==> config.mk <==
export PLATFORM = sky130hd
export DESIGN_NAME = filter_sequencer
export DESIGN_NICKNAME = d
export VERILOG_FILES = /design/src/rtl/audio_pkg.sv /design/src/rtl/filter_coeffs.sv /design/src/rtl/filter_sequencer.sv
export SDC_FILE = /design/constraint.sdc
export NUM_CORES = 1
export LEC_CHECK = 0
export ABC_AREA = 1
export ABC_CLOCK_PERIOD_IN_PS = 7500
export CORE_MARGIN = 5
export CORE_UTILIZATION = 53
export CTS_BUF_LIST = sky130_fd_sc_hd__clkbuf_4
export DETAILED_ROUTE_END_ITERATION = 6
export GPL_TIMING_DRIVEN = 0
export PLACE_DENSITY = 0.71
export SLEW_MARGIN = 20
export SYNTH_ARGS = -nofsm -noshare
export SYNTH_HDL_FRONTEND = slang
export SYNTH_SLANG_ARGS = --single-unit
==> constraint.sdc <==
create_clock -name clock -period 7.5 [get_ports clock]
set_input_delay 1.875 -clock clock [delete_from_list [all_inputs] [get_ports clock]]
set_output_delay 1.875 -clock clock [all_outputs]
set_load 0.02 [all_outputs]
==> src/rtl/audio_pkg.sv <==
// rtl/audio_pkg.sv - shared audio path constants, bank encodings and sequencer states
package audio_pkg;

  localparam int DEF_DATA_W = 8;
  localparam int DEF_COEF_W = 10;

  localparam logic [1:0] BANK_BYPASS = 2'd0;
  localparam logic [1:0] BANK_AVG    = 2'd1;
  localparam logic [1:0] BANK_LP     = 2'd2;
  localparam logic [1:0] BANK_BOOST  = 2'd3;

  typedef enum logic [1:0] {
    IDLE = 2'd0,
    MAC  = 2'd1,
    OUT  = 2'd2
  } seq_state_t;

endpackage

==> src/rtl/filter_coeffs.sv <==
// rtl/filter_coeffs.sv - combinational (bank, tap) to signed coefficient lookup
module filter_coeffs
  import audio_pkg::*;
#(
  parameter int NTAPS  = 31,
  parameter int COEF_W = DEF_COEF_W,
  parameter int KW     = $clog2(NTAPS)
) (
  input  logic [1:0]               bank,
  input  logic [KW-1:0]            k,
  output logic signed [COEF_W-1:0] coef
);

  // Largest positive coefficient, i.e. just under unity gain
  localparam int CMAX = 2**(COEF_W-1) - 1;

  int ki;
  int mirror;

  // Low-pass bank is a triangular window 2*(distance-to-nearest-end + 1), unity DC gain at 31 taps
  always_comb begin
    coef   = '0;
    ki     = int'(k);
    mirror = NTAPS - 1 - ki;
    if (ki < NTAPS) begin
      case (bank)
        BANK_AVG:   coef = COEF_W'(16);
        BANK_LP:    coef = COEF_W'(2 * (((ki < mirror) ? ki : mirror) + 1));
        BANK_BOOST: coef = (ki < 2) ? COEF_W'(CMAX) : '0;
        default:    coef = '0;
      endcase
    end
  end

endmodule

==> src/rtl/filter_sequencer.sv <==
// rtl/filter_sequencer.sv - time-multiplexed FIR controller with circular delay line and shared MAC
module filter_sequencer
  import audio_pkg::*;
#(
  parameter int NTAPS  = 31,
  parameter int DATA_W = DEF_DATA_W,
  parameter int COEF_W = DEF_COEF_W
) (
  input  logic              clock,
  input  logic              reset,
  input  logic              ready,
  input  logic [1:0]        switch,
  input  logic [DATA_W-1:0] audio_in,
  output logic [DATA_W-1:0] audio_out,
  output logic              done,
  output logic              busy,
  output logic              overrun
);

  localparam int KW     = $clog2(NTAPS);
  localparam int PROD_W = DATA_W + COEF_W;
  localparam int ACC_W  = PROD_W + $clog2(NTAPS);

  localparam logic signed [ACC_W-1:0] SAT_MAX = ACC_W'(2**(DATA_W-1) - 1);
  localparam logic signed [ACC_W-1:0] SAT_MIN = ACC_W'(-(2**(DATA_W-1)));

  seq_state_t state, state_nxt;

  logic [DATA_W-1:0]        dline [NTAPS];
  logic [KW-1:0]            wp;
  logic [KW-1:0]            k;
  logic [KW-1:0]            rd_idx;
  logic [1:0]               bank;
  logic signed [ACC_W-1:0]  acc;
  logic signed [ACC_W-1:0]  acc_shr;
  logic signed [COEF_W-1:0] coef;
  logic signed [PROD_W-1:0] prod;
  logic [DATA_W-1:0]        sat_out;
  logic                     start;

  filter_coeffs #(
    .NTAPS  (NTAPS),
    .COEF_W (COEF_W),
    .KW     (KW)
  ) u_coeffs (
    .bank (bank),
    .k    (k),
    .coef (coef)
  );

  // State register
  always_ff @(posedge clock) begin
    if (reset) state <= IDLE;
    else       state <= state_nxt;
  end

  // Next-state logic; a sample is only accepted from IDLE
  always_comb begin
    state_nxt = state;
    start     = 1'b0;
    case (state)
      IDLE: begin
        if (ready) begin
          start     = 1'b1;
          state_nxt = (switch == BANK_BYPASS) ? OUT : MAC;
        end
      end
      MAC:     if (k == KW'(NTAPS - 1)) state_nxt = OUT;
      OUT:     state_nxt = IDLE;
      default: state_nxt = IDLE;
    endcase
  end

  // Tap k reads the sample written k strobes ago, wrapping the circular pointer
  always_comb begin
    if (k <= wp) rd_idx = wp - k;
    else         rd_idx = wp + KW'(NTAPS) - k;
    prod = PROD_W'(coef) * PROD_W'($signed(dline[rd_idx]));
  end

  // Floor-scale the accumulator back to sample range and clamp
  always_comb begin
    acc_shr = acc >>> (COEF_W - 1);
    if (acc_shr > SAT_MAX)      sat_out = {1'b0, {(DATA_W-1){1'b1}}};
    else if (acc_shr < SAT_MIN) sat_out = {1'b1, {(DATA_W-1){1'b0}}};
    else                        sat_out = acc_shr[DATA_W-1:0];
  end

  // Delay line, pointer, accumulator and output registers
  always_ff @(posedge clock) begin
    if (reset) begin
      wp        <= '0;
      k         <= '0;
      acc       <= '0;
      bank      <= BANK_BYPASS;
      audio_out <= '0;
      done      <= 1'b0;
      overrun   <= 1'b0;
      for (int i = 0; i < NTAPS; i++) dline[i] <= '0;
    end else begin
      done    <= 1'b0;
      overrun <= ready && (state != IDLE);
      case (state)
        IDLE: begin
          if (start) begin
            dline[wp] <= audio_in;
            bank      <= switch;
            acc       <= '0;
            k         <= '0;
          end
        end
        MAC: begin
          acc <= acc + ACC_W'(prod);
          k   <= k + 1'b1;
        end
        OUT: begin
          audio_out <= (bank == BANK_BYPASS) ? dline[wp] : sat_out;
          done      <= 1'b1;
          wp        <= (wp == KW'(NTAPS - 1)) ? '0 : wp + 1'b1;
        end
        default: ;
      endcase
    end
  end

  assign busy = (state != IDLE) || done;

endmodule

==> results.cfg <==
[detailed_routing]
wl_met3_um = 17800
wl_met1_um = 34900
drcViolationCount = 15
dr.pass1.iters = 7
drt_iter0_drc = 4053
met2RoutedLength_um = 40600
vias_per_cell = 6.63
wl_um = 102000
ant_nets = 0
wire_per_inst_um = 30.5
dr_total_vias = 22100
routed.top_layer = met5

[layout]
fin_area_mm2 = 0.0249
postLayoutCoreUtil_pct = 63.0
final_layout_size_suffix_gt1_share_pct = 14.8
synthToLayoutAreaGrowth_pct = 18.1
nets = 2931

[critical_path]
crit_path_end_kind = register
cpPeakStageDelay_ns = 0.55
path_max_fanout = 10
start_kind = register
critPathSlowestCell = fa_1
critical_path.most_common_cell = fa_1
criticalPathCategory = register to register
cp_num_buf_inv = 4
critPathRequiredTime_ns = 8.28
cp.arrival_ns = 8.17
crit_family = adder cells

[sta]
final-max-slew-violation-count = 0
setup_viol = 0
slew_headroom_pct = 8.92
fin_skew_ns = 0.0750
hold_violations = 0
timing.final.ws_setup_ns = 0.109
whs_ns = 0.468
setup_tns_ns = 0
max_freq_mhz = 135
min_period_ns = 7.39
post-route-period-util_pct = 98.5
worst_pin_slew_ns = 1.36

[place]
port_buffers = 22
place_congestion = 1.10
dp_slack_ns = -1.29
post_dp_cell_area_mm2 = 0.0220
dp_hpwl_um = 70300

[clocking]
cts-htree-levels = 3
clk_latency_ns = 0.91
clock_path_buffers = 3
cts_tree = built
clkSinkCount = 308
clk_pin_slew_worst_paths_ns = 0.07
postCtsHoldBufs = 0
cts_made_buffers = 86
clock_tree.root_cell = clkbuf_4

[power_and_ir_drop]
peakVddDrop_v = 0.000227
power.density_mw_per_mm2 = 312
power_leakage_nw = 10.5

[synth]
synth.avg_cell_area_um2 = 8.22
synth_cell_types = 42
synthTopCellsByArea = edfxtp_1 (36%), fa_1 (10%), nor2_1 (8.4%)
synth-seq-cells = 308
ys_seq_area_share_pct = 41.4
yosysTopAreaCell = edfxtp_1
syn_nets = 2755
synth_top_area_share_pct = 36.5
synth_area_mm2 = 0.0211
synth_cells = 2564
ys_warn_count = 0

[floorplanning]
die_x_um = 209
start_util_pct = 53.3
rows = 73
die_area_mm2 = 0.0439
num_io_pins = 24
dieHeight_um = 209
core_mm2 = 0.0395

[grt]
first_global_vias = 20400
grt_antenna_before_repair = 3
grtUsageTotal_pct = 44.4
grt_max_degree = 14
grt_pass1_wl_um = 139000
grt-ovfl-total = 0

[outcome]
violations = DRC
outcome = finished with violations

[worst_hold_path]
min_path_type = register to register

[flow_run]
max-cap-violations = 0
-- cell families after synthesis --
logic type	count (synthesis)	synth area share, %
fa+ha+maj	178	14.4
xor+xnor	17	0.706
compound gates	360	9.95
flops	308	41.4
simple gates	1323	26.3
buf+inv	378	7.23
-- where the power goes --
part / internal, W / switching [W] / leakage (nW) / total [W]
registers: 0.00194 / 0.0000858 / 3.06 / 0.00202
clock network: 0.000841 / 0.000807 / 0.659 / 0.00165
logic: 0.00145 / 0.00264 / 6.79 / 0.00409
-- synthesized netlist by cell type --
| cell type | n |
|---|---|
| a41oi_1 | 1 |
| a21oi_1 | 66 |
| a21oi_4 | 1 |
| xnor2_1 | 7 |
| inv_2 | 1 |
| nor2_1 | 473 |
| nand2_4 | 2 |
| buf_6 | 7 |
| and3_1 | 1 |
| nand3_4 | 1 |
| buf_4 | 3 |
| edfxtp_1 | 256 |
| nor4_1 | 2 |
| buf_2 | 34 |
| o211ai_1 | 5 |
| or2_2 | 7 |
| o221ai_1 | 45 |
| nor3_1 | 16 |
| clkbuf_1 | 96 |
| a21o_1 | 3 |
| ha_1 | 69 |
| o22ai_1 | 13 |
| nand2_2 | 9 |
| inv_1 | 230 |
| nand4_2 | 2 |
| dfxtp_1 | 52 |
| and2_1 | 1 |
| nand4_1 | 7 |
| o21a_1 | 2 |
| o21ai_0 | 192 |
| nand3_1 | 350 |
| a31oi_1 | 12 |
| o21bai_1 | 3 |
| o21ai_1 | 1 |
| fa_1 | 109 |
| nand2_1 | 452 |
| buf_1 | 4 |
| clkinv_1 | 3 |
| o21ai_4 | 1 |
| xor2_1 | 10 |
| a21boi_0 | 13 |
| o31ai_1 | 2 |
-- cell usage in the layout, fill, tap and decap left out, drive strengths merged --
cell type and n:
and2 1, o21bai 3, nor2 473, a31oi 12, fa 109, o211ai 5, ha 69, o21ai 194
a21boi 13, nand4 9, a21oi 67, nand3 352, diode 6, clkinvlp 4, nor3 16, bufinv 2
or2 7, xor2 10, buf 110, clkinv 24, a41oi 1, clkbuf 226, o22ai 13, edfxtp 256
nand2 463, dfxtp 52, xnor2 7, clkdlybuf4s50 22, and3 1, nor4 2, o21a 2, inv 229
a21o 3, o31ai 2, o221ai 45
-- worst reg2reg max path, delay by kind of cell, from the launching register on --
family | cells | cell delay, ns
AOI/OAI and AO/OA | 9 | 1.52
buffers and inverters | 4 | 0.81
DFF | 1 | 0.39
and+or+nand+nor | 12 | 1.63
adders and majority gates | 7 | 2.98
-- final cells by class --
type	instances	area, µm²
plain buffers	143	925
inverters	234	892
well taps	525	657
flip-flops and latches	308	8740
multi-input cells	1879	11700
clock buffers	127	953
clock inverters	25	159
repair buffers	88	870
fillers	3381	14700
diodes	6	15.0
-- what timing repair did --
| item | 4_1_cts | 5_1_grt |
|---|---|---|
| buffers inserted | 17 | 45 |
| endpoints found under the setup margin | 17 | 15 |
| gates resized for setup | 112 | 171 |
| cloned | 1 | 2 |
| pin swaps | 11 | 45 |
-- registers in the layout (all words and copies together) (netlist names), named ones only --
name / cells
k: 5
acc: 23
dline: 256
audio_out: 8
bank: 2
overrun: 1
done: 1
state: 2
wp: 5
-- path summary, 6_finish.rpt --
check	start	end	slack, ns	cells after the start
worst max-delay path	k[2]	acc[15]	0.11	32
worst min-delay path	acc[4]	acc[4]	0.47	2
worst max register to register	k[2]	acc[15]	0.11	32
worst min register to register	acc[4]	acc[4]	0.47	2
-- per-layer routing --
| metal | track usage [%] | vias to the layer above |
|---|---|---|
| met5 | 1.00 | - |
| li1 | - | 9007 |
| met2 | 60.7 | 2109 |
| met1 | 56.5 | 10400 |
| met3 | 21.2 | 574 |
| met4 | 27.2 | 2 |
-- through the flow --
step | power, W | cells
after global placement | 0.00506 | 3111
after CTS | 0.00687 | 3283
final | 0.00776 | 3335
after global routing | 0.00805 | 3331
after floorplan | 0.00404 | 2564
after detailed placement | 0.00512 | 3113
Power figures use the tool's default switching activity.
